[config.mk]
export PLATFORM = sky130hd
export DESIGN_NAME = stack_ctrl
export DESIGN_NICKNAME = d
export VERILOG_FILES = /design/src/rtl/stack_ctrl.sv
export SDC_FILE = /design/constraint.sdc
export NUM_CORES = 1
export LEC_CHECK = 0
export CAP_MARGIN = 0
export CORE_MARGIN = 2
export CORE_UTILIZATION = 36
export DETAILED_ROUTE_END_ITERATION = 7
export DONT_BUFFER_PORTS = 1
export PLACE_DENSITY_LB_ADDON = 0.15
export SLEW_MARGIN = 20
export SYNTH_ARGS = -nofsm -noshare
export SYNTH_HDL_FRONTEND = slang
export SYNTH_SLANG_ARGS = --single-unit
[constraint.sdc]
create_clock -name clk -period 2.8 [get_ports clk]
set_input_delay 0.28 -clock clk [delete_from_list [all_inputs] [get_ports clk]]
set_output_delay 0.28 -clock clk [all_outputs]
set_load 0.05 [all_outputs]
[src/rtl/stack_ctrl.sv]
// stack_ctrl -- evaluation-stack controller.
//
// Keeps the top of stack in a register and spills deeper entries into an
// external stack RAM (async read, sync write). One operation is decoded per
// clock; depth is tracked here and sticky overflow/underflow flags are raised
// when an operation's precondition fails (the operation is then dropped).
//
// Ports:
//   clk, reset     clock and synchronous active-high reset
//   op, din        operation code and its data operand
//   clear_err      clears the sticky error flags
//   tos, nos       top / next-on-stack presented to the ALU
//   depth          valid entries, 0 .. 2**ADDR_WIDTH+1
//   empty, full    depth status
//   overflow       sticky: PUSH while full
//   underflow      sticky: any other op with too few entries
//   ram_rd_addr    RAM read address (always sp-1)
//   ram_wr_*       RAM write port, combinational from op/depth/tos
//   ram_rd_data    RAM async read data
module stack_ctrl #(
  parameter int ADDR_WIDTH = 4,
  parameter int DATA_WIDTH = 16
) (
  input  logic                  clk,
  input  logic                  reset,
  input  logic [2:0]            op,
  input  logic [DATA_WIDTH-1:0] din,
  input  logic                  clear_err,
  output logic [DATA_WIDTH-1:0] tos,
  output logic [DATA_WIDTH-1:0] nos,
  output logic [ADDR_WIDTH:0]   depth,
  output logic                  empty,
  output logic                  full,
  output logic                  overflow,
  output logic                  underflow,
  output logic [ADDR_WIDTH-1:0] ram_rd_addr,
  output logic [ADDR_WIDTH-1:0] ram_wr_addr,
  output logic                  ram_wr_enable,
  output logic [DATA_WIDTH-1:0] ram_wr_data,
  input  logic [DATA_WIDTH-1:0] ram_rd_data
);

  localparam logic [2:0] OP_NOP         = 3'b000;
  localparam logic [2:0] OP_PUSH        = 3'b001;
  localparam logic [2:0] OP_POP         = 3'b010;
  localparam logic [2:0] OP_REPLACE     = 3'b011;
  localparam logic [2:0] OP_POP_REPLACE = 3'b100;
  localparam logic [2:0] OP_SWAP        = 3'b101;

  localparam logic [ADDR_WIDTH-1:0] ONE_A = 1;
  localparam logic [ADDR_WIDTH:0]   ONE_D = 1;
  // Register + 2**ADDR_WIDTH RAM slots.
  localparam logic [ADDR_WIDTH:0]   MAX_DEPTH =
    {1'b1, {(ADDR_WIDTH-1){1'b0}}, 1'b1};

  logic [ADDR_WIDTH-1:0] sp;
  logic                  two_plus;
  logic [DATA_WIDTH-1:0] tos_next;
  logic [ADDR_WIDTH:0]   depth_next;
  logic                  ovf_set;
  logic                  unf_set;
  logic                  wr_req;
  logic [ADDR_WIDTH-1:0] wr_addr;

  // sp is the next free RAM slot; at depth 0 it wraps, but nothing reads or
  // writes through it there because every RAM-touching op needs depth>=1.
  assign sp          = depth[ADDR_WIDTH-1:0] - ONE_A;
  assign two_plus    = (depth > ONE_D);
  assign empty       = (depth == '0);
  assign full        = (depth == MAX_DEPTH);
  assign nos         = two_plus ? ram_rd_data : '0;
  assign ram_rd_addr = sp - ONE_A;
  assign ram_wr_addr = wr_addr;
  assign ram_wr_data = tos;
  // The RAM commits on the same edge as reset, so the write must be gated.
  assign ram_wr_enable = wr_req & ~reset;

  // NOTE: every output of this block is given a default before the case so
  // that no path leaves a variable unassigned, which would infer a latch.
  always_comb begin
    tos_next   = tos;
    depth_next = depth;
    ovf_set    = 1'b0;
    unf_set    = 1'b0;
    wr_req     = 1'b0;
    wr_addr    = sp;
    case (op)
      OP_PUSH: begin
        if (full) begin
          ovf_set = 1'b1;
        end else begin
          tos_next   = din;
          depth_next = depth + ONE_D;
          wr_req     = ~empty;  // first push only fills the register
        end
      end
      OP_POP: begin
        if (empty) begin
          unf_set = 1'b1;
        end else begin
          tos_next   = nos;     // nos is already 0 at depth 1
          depth_next = depth - ONE_D;
        end
      end
      OP_REPLACE: begin
        if (empty) unf_set  = 1'b1;
        else       tos_next = din;
      end
      OP_POP_REPLACE: begin
        if (!two_plus) begin
          unf_set = 1'b1;
        end else begin
          tos_next   = din;
          depth_next = depth - ONE_D;
        end
      end
      OP_SWAP: begin
        if (!two_plus) begin
          unf_set = 1'b1;
        end else begin
          // Write lands on the slot being read; the async read still returns
          // the pre-edge NOS, so the exchange completes in one cycle.
          tos_next = nos;
          wr_req   = 1'b1;
          wr_addr  = sp - ONE_A;
        end
      end
      default: ;  // NOP and reserved codes
    endcase
  end

  // NOTE: registered state uses non-blocking assignments so every flop
  // samples pre-edge values regardless of statement order.
  // The stack RAM is deliberately not cleared on reset: depth=0 already
  // marks every slot invalid.
  always_ff @(posedge clk) begin
    if (reset) begin
      tos       <= '0;
      depth     <= '0;
      overflow  <= 1'b0;
      underflow <= 1'b0;
    end else begin
      tos       <= tos_next;
      depth     <= depth_next;
      // A new error outranks a simultaneous clear.
      overflow  <= ovf_set | (overflow  & ~clear_err);
      underflow <= unf_set | (underflow & ~clear_err);
    end
  end

endmodule

==> results.md, run 1 <==
- Mapped Cells: roughly 220
- Drt first pass iters: 4
- Port Buffers: 0
- Area grow syn2layout: 14.75%
- Reg power frac: 0.258
- Routability congestion estimate: 0.8715
- Syn_nets: 268
- DP HPWL: ~3.7 mm
- Combinational Power Share: 0.603
- Met2 WL post-DR: 2.475 mm
- CP endpoint kind: output port
- #FFs+latches synth: 23
- Asr flop ratio synth: 0
- Critical Path RT: 2520 ps
- Via/cell ratio: 5.588
- Hold Path Class: input port to register
- Primary FF master, synth: dfxtp_1
- Final hold slack: 70.05 ps
- R2R cell count: 6
- Total track usage: 0.1729
- Setup Total Neg Slack: 0 ps
- Hold-fix buffers, CTS: 0
- CTS tree: done
- Initial antenna violation count: 0
- First DRT Iteration DRCs: 121
- Die Wd: 76.01 microns
- Drt wl/cell: 16.41 microns
- Sw Share: 0.5399
- Final WL: 4.858 mm
- Switching pwr: a little over 0.8 mW
- First-pass GRT wire length: between 8 and 9 mm
- Most frequent cells in the layout: buf_4, dfxtp_1, nand3_1
- Tot Pwr: approximately 1.5 mW
- Post-DP Area: approximately 2100 sq um
- Slew @ Worst Pin: 767.8 ps
- Clock Path Buffers: 2
- Post-synthesis average cell area: 8.371 sq um
- Die ar.: 5778 sq um
- Final Setup Violations: 0
- Top cells by area, synth: dfxtp_1, a311oi_2, buf_4, nand3_1, and2_1
- Power Density: 718.4 nW/um^2
- Num rows: 26
- Crit share post-route: 0.9308
- Root Buffer: clkbuf_8
- Die H: 76.01 microns
- Max-Cap Viols: 0
- Crit path from: depth[0]
- Vias in the first global route: 1787
- Number of flops mapped to enable cells by yosys: 0
- CORE AREA: 5042 sq um
- Final-stage net count: 272
- # diodes: 0
- VDD IR max: roughly 0.27 mV
- Met1 WL: approximately 1.9 mm
- Kind of critical path: register to output port
- Post-synth cell types: 41
- Clock skew: 1.663 ps
- Lkg Pwr: 0.8135 nW
- Mapped Area: between 1500 and 2000 sq um
- Gr ovfl total: 0
- CTS clk-pin slew, worst paths: 90 ps
- Final instance area: between 2000 and 2500 sq um
- Initial Utilization: 0.3702
- I/O Pins: 104
- Crit path capture: ram_wr_addr[3]
- Setup slack, reg-to-reg: 530 ps
- Synth top area share: 0.2466
- TritonCTS Buffers: 3
- Relative slew slack: 0.4881
- Leading cell type in the layout, fill and taps excluded: buf_4
- Post-synth top area cell: dfxtp_1
- Final min period: approximately 2600 ps
- Skew-Pair Late Insertion Delay: 260 ps
- Worst setup SP type: register
- Fin. Hold Viols: 0
- Largest net degree at the start of global routing: 28
- DR vias: roughly 1700
- Status: finished, final reports clean
- Final slew viol count: 0
- Final antenna-violating net count: 0
- Syn. warnings: 0
- Share of layout cells above drive strength 1: 0.2876
- Highest routed layer: met4
- Met3 Routed Length: 390 microns
- Register area share after synthesis: 0.2466
- FF-to-FF Start: depth[0]
- CP Max Fanout: 8
- DRC Markers: 0
- Clock sink total: 23
- Power Internal: 0.7080 mW
- Reg2reg end: ram_wr_data[12]
- Clock group share of total power: 0.138
- Crit path DAT: 2330 ps
- Max Clock Freq: ~0.38 GHz
- H-tree depth: 1
- RSZ-0062 raised after global routing: no
-- cells in the mapped netlist, types with 2 or more instances --
cell	n
nor2b_1	4
and2_1	16
o2111ai_1	2
o21ai_0	2
buf_6	3
a311oi_2	10
clkbuf_1	8
nor3_1	19
nor2_1	6
a21oi_1	4
inv_1	6
nand2_1	17
nand4_1	4
nand3_1	21
dfxtp_1	23
xor2_1	4
or3b_2	2
mux2_2	3
buf_4	17
nor3b_1	2
ha_1	7
a32oi_1	2
xnor2_1	7
a22oi_1	3
a311oi_1	6
o22ai_1	2
buf_2	8
a21boi_0	2
-- how the worst min path moves through the flow --
| stage | start | depth (start not counted) | slack [ps] | end |
|---|---|---|---|---|
| detailed placement | reset | 1 | 350 | ram_wr_data[10] |
| finish | reset | 1 | 70 | ram_wr_data[15] |
| global route | reset | 1 | 50 | ram_wr_data[13] |
| CTS | reset | 1 | 60 | ram_wr_data[10] |
| global placement | reset | 1 | 350 | ram_wr_data[15] |
| floorplan | din[0] | 2 | 440 | ram_wr_data[0] |
-- flip-flops by register name (all words and copies together) (netlist names) --
name and flops:
depth 5, ram_wr_data 16, underflow 1, overflow 1
-- cells by family after synthesis --
family,count (synthesis),share of synthesized area
DFF,23,0.2466
muxes,3,0.01810
buffers and inverters,42,0.1361
and+or+nand+nor,97,0.2862
xor gates and xnor gates,11,0.05161
AOI/OAI and AO/OA,40,0.2145
adders and majority gates,7,0.04691
-- routing by layer --
layer	vias up	GRT usage
li1	785	-
met1	778	0.1941
met2	84	0.3089
met3	7	0.05687
met4	0	0.05636
met5	-	0
-- worst max-delay path, cell delays in order (launching register included) --
cell     delay [ps]
dfxtp_1         480
inv_1           160
ha_1            270
xnor2_1         370
and3_1          250
nand4_1         150
xor2_2          210
buf_12          160
-- power groups by stage --
stage	combinational, mW	sequential [mW]	clock [mW]
after floorplan	0.678	0.533	0
after global placement	0.921	0.405	0
after detailed placement	0.931	0.406	0
after CTS	0.933	0.398	0.219
after global routing	0.979	0.403	0.237
final	0.928	0.398	0.213
-- what timing repair did --
action | 4_1_cts | 5_1_grt
setup buffers | 0 | 0
resized for setup | 0 | 1
endpoints found under the setup margin | 0 | 11
-- stage by stage --
step | utilization | setup WS (ps) | cells
finish | 0.4248 | 193.7 | 296
detailed placement | 0.4151 | 412.3 | 292
global placement | 0.4151 | 468.7 | 292
global route | 0.4248 | 11.67 | 296
CTS | 0.4243 | 106.5 | 296
floorplan | - | -36.92 | 223
-- final cells by class --
class	count	area (sq um)
multi-input combinational	158	1200
clock inverter	1	5.005
inverter	6	22.52
sequential	23	460.4
tap	70	87.58
clock buffer	3	41.29
timing repair buffer	35	325.3
fill	510	2900
No activity file was read; power rests on OpenSTA's default activity.
==> run 2, diff against run 1 <==
--- a/config.mk
+++ b/config.mk
@@ -5,12 +5,13 @@
 export SDC_FILE = /design/constraint.sdc
 export NUM_CORES = 1
 export LEC_CHECK = 0
-export CAP_MARGIN = 0
+export CAP_MARGIN = 30
 export CORE_MARGIN = 2
 export CORE_UTILIZATION = 36
 export DETAILED_ROUTE_END_ITERATION = 7
 export DONT_BUFFER_PORTS = 1
-export PLACE_DENSITY_LB_ADDON = 0.15
+export GPL_ROUTABILITY_DRIVEN = 0
+export PLACE_DENSITY_LB_ADDON = 0.08
 export SLEW_MARGIN = 20
 export SYNTH_ARGS = -nofsm -noshare
 export SYNTH_HDL_FRONTEND = slang
==> results.md, run 2 (synthesis gave the netlist of run 1 again) <==
- Final min period: 2576 ps (-30.29 ps)
- DR vias: 1652 (-0.12%)
- Area grow syn2layout: 15.42%
- Vias in the first global route: 1687 (-5.6%)
- Status: finished, final reports clean
- Relative slew slack: 0.5250 (+0.03689)
- Final slew viol count: 0 (unchanged)
- Sw Share: 0.5381 (-0.001795)
- Power Density: 714.7 nW/um^2 (-0.52%)
- Total track usage: 0.1687 (-0.004191)
- Crit path DAT: 2300 ps (-30 ps)
- Clock sink total: 23 (unchanged)
- Switching pwr: 0.8286 mW (-0.27%)
- FF-to-FF Start: depth[0]
- First DRT Iteration DRCs: 93 (-23%)
- First-pass GRT wire length: 8.190 mm (-1.7%)
- Hold-fix buffers, CTS: 0 (unchanged)
- Max-Cap Viols: 0 (unchanged)
- Port Buffers: 0 (unchanged)
- Die Wd: 76.01 microns (unchanged)
- Min-delay src: reset
- TritonCTS Buffers: 3 (unchanged)
- Final hold slack: 75.37 ps (+5.317 ps)
- CP Max Fanout: 6 (-2)
- DRC Markers: 0 (unchanged)
- Root Buffer: clkbuf_8
- CTS tree: done
- Reg power frac: 0.259 (about the same)
- Die ar.: 5778 sq um (unchanged)
- Critical Path RT: 2520 ps (about the same)
- Crit share post-route: 0.9200 (-0.01082)
- Clock group share of total power: 0.137 (about the same)
- Initial antenna violation count: 0 (unchanged)
- Final WL: 4.867 mm (+0.19%)
- Fin. Hold Viols: 0 (unchanged)
- Final Setup Violations: 0 (unchanged)
- RSZ-0062 raised after global routing: no
- Worst Hold Depth: 1 (unchanged)
- Share of layout cells above drive strength 1: 0.2907 (+0.003138)
- Final-stage net count: 273 (+0.37%)
- R2R cell count: 7 (+1)
- Clock skew: 0.9544 ps (-0.7090 ps)
- Power Internal: 0.7112 mW (+0.45%)
- Slew @ Worst Pin: 712.5 ps (-55.34 ps)
- Kind of critical path: register to output port
- CORE AREA: 5042 sq um (unchanged)
- Tot Pwr: 1.540 mW (about the same)
- Largest net degree at the start of global routing: 34 (+21%)
- Postcts setup bufs: 0 (unchanged)
- Final antenna-violating net count: 0 (unchanged)
- Reg2reg end: ram_wr_data[7]
- H-tree depth: 1 (unchanged)
- # diodes: 0 (unchanged)
- Clock Path Buffers: 2 (unchanged)
- VDD IR max: 0.2645 mV (-3.3%)
- Max Clock Freq: 0.3882 GHz (+1.2%)
- Max reg flops: 16 (unchanged)
- Combinational Power Share: 0.604 (about the same)
- Final Util: 0.4273 (+0.002481)
- Lkg Pwr: 0.8214 nW (+0.96%)
- Gr ovfl total: 0 (unchanged)
- CP endpoint kind: output port
- Setup slack, reg-to-reg: 690 ps (+160 ps)
- Drt first pass iters: 4 (unchanged)
- CTS clk-pin slew, worst paths: 90 ps (about the same)
- I/O Pins: 104 (unchanged)
- Hold Path Class: input port to register
- Skew-Pair Late Insertion Delay: 260 ps (about the same)
- Initial Utilization: 0.3702 (unchanged)
- Num rows: 26 (unchanged)
- Leading cell type in the layout, fill and taps excluded: buf_4
- Drt wl/cell: 16.39 microns (-0.15%)
- Hold EP: depth[1]
- Via/cell ratio: 5.562 (-0.46%)
- Most frequent cells in the layout: buf_4, dfxtp_1, nand3_1
- DP HPWL: 3.692 mm (-1.1%)
- Worst setup SP type: register
- Die H: 76.01 microns (unchanged)
-- run 2: changes by cell type in the layout (fill, tap and decap cells not counted) --
cell     delta
a21oi_1     -1
buf_6       +1
nand2_1     +1
nand2_2     -1
a21oi_2     +1
-- run 2: power groups by stage --
stage               registers (mW)  clock network, mW  logic (mW)
floorplan                    0.533                  0       0.678
global placement             0.405                  0       0.929
detailed placement           0.407                  0       0.936
CTS                          0.399              0.221       0.936
global route                 0.405              0.231       0.978
finish                       0.399              0.211       0.930
-- run 2: worst max path at each step --
stage / cells after the start / endpoint / from
finish: 7 / ram_wr_addr[3] / depth[0]
global route: 7 / ram_wr_enable / depth[0]
CTS: 7 / ram_wr_enable / depth[0]
detailed placement: 7 / ram_wr_enable / depth[0]
global placement: 7 / ram_wr_enable / depth[0]
floorplan: 6 / ram_rd_addr[3] / depth[0]
-- run 2: metrics by stage --
stage               setup TNS (ps)  std cells  setup WS [ps]  cell area (sq um)
global placement                 0        293          517.6               2101
detailed placement               0        293          407.4               2105
floorplan                   -49.65        223         -36.92               1912
CTS                              0        297          105.8               2151
global route                     0        297          10.01               2155
finish                           0        297          224.0               2155
-- run 2: worst max-delay path, stage by stage (launching register included) --
cell	delay, ps
dfxtp_1	450
inv_1	150
ha_1	280
xnor2_1	380
and3_1	260
nand4_1	150
xor2_2	210
buf_12	160
-- run 2: what timing repair did --
item                                    4_1_cts  5_1_grt
endpoints found under the hold margin         0        0
endpoints found under the setup margin        0        1
resized for setup                             0        1
-- run 2: per-layer routing --
metal	up-vias	global-route usage	wire length (microns)	share of wire
met5	-	0	0	0
met4	0	0.07273	55	0.011
met3	4	0.04621	411	0.084
met2	74	0.2893	2429	0.50
met1	783	0.1979	1969	0.40
li1	791	-	-	-
-- run 2: layout make-up --
class | instances | area [sq um]
Fill cell | 501 | 2888
Multi-Input combinational cell | 158 | 1201
Sequential cell | 23 | 460.4
Timing Repair Buffer | 36 | 336.6
Tap cell | 70 | 87.58
Clock buffer | 3 | 41.29
Inverter | 6 | 22.52
Clock inverter | 1 | 5.005
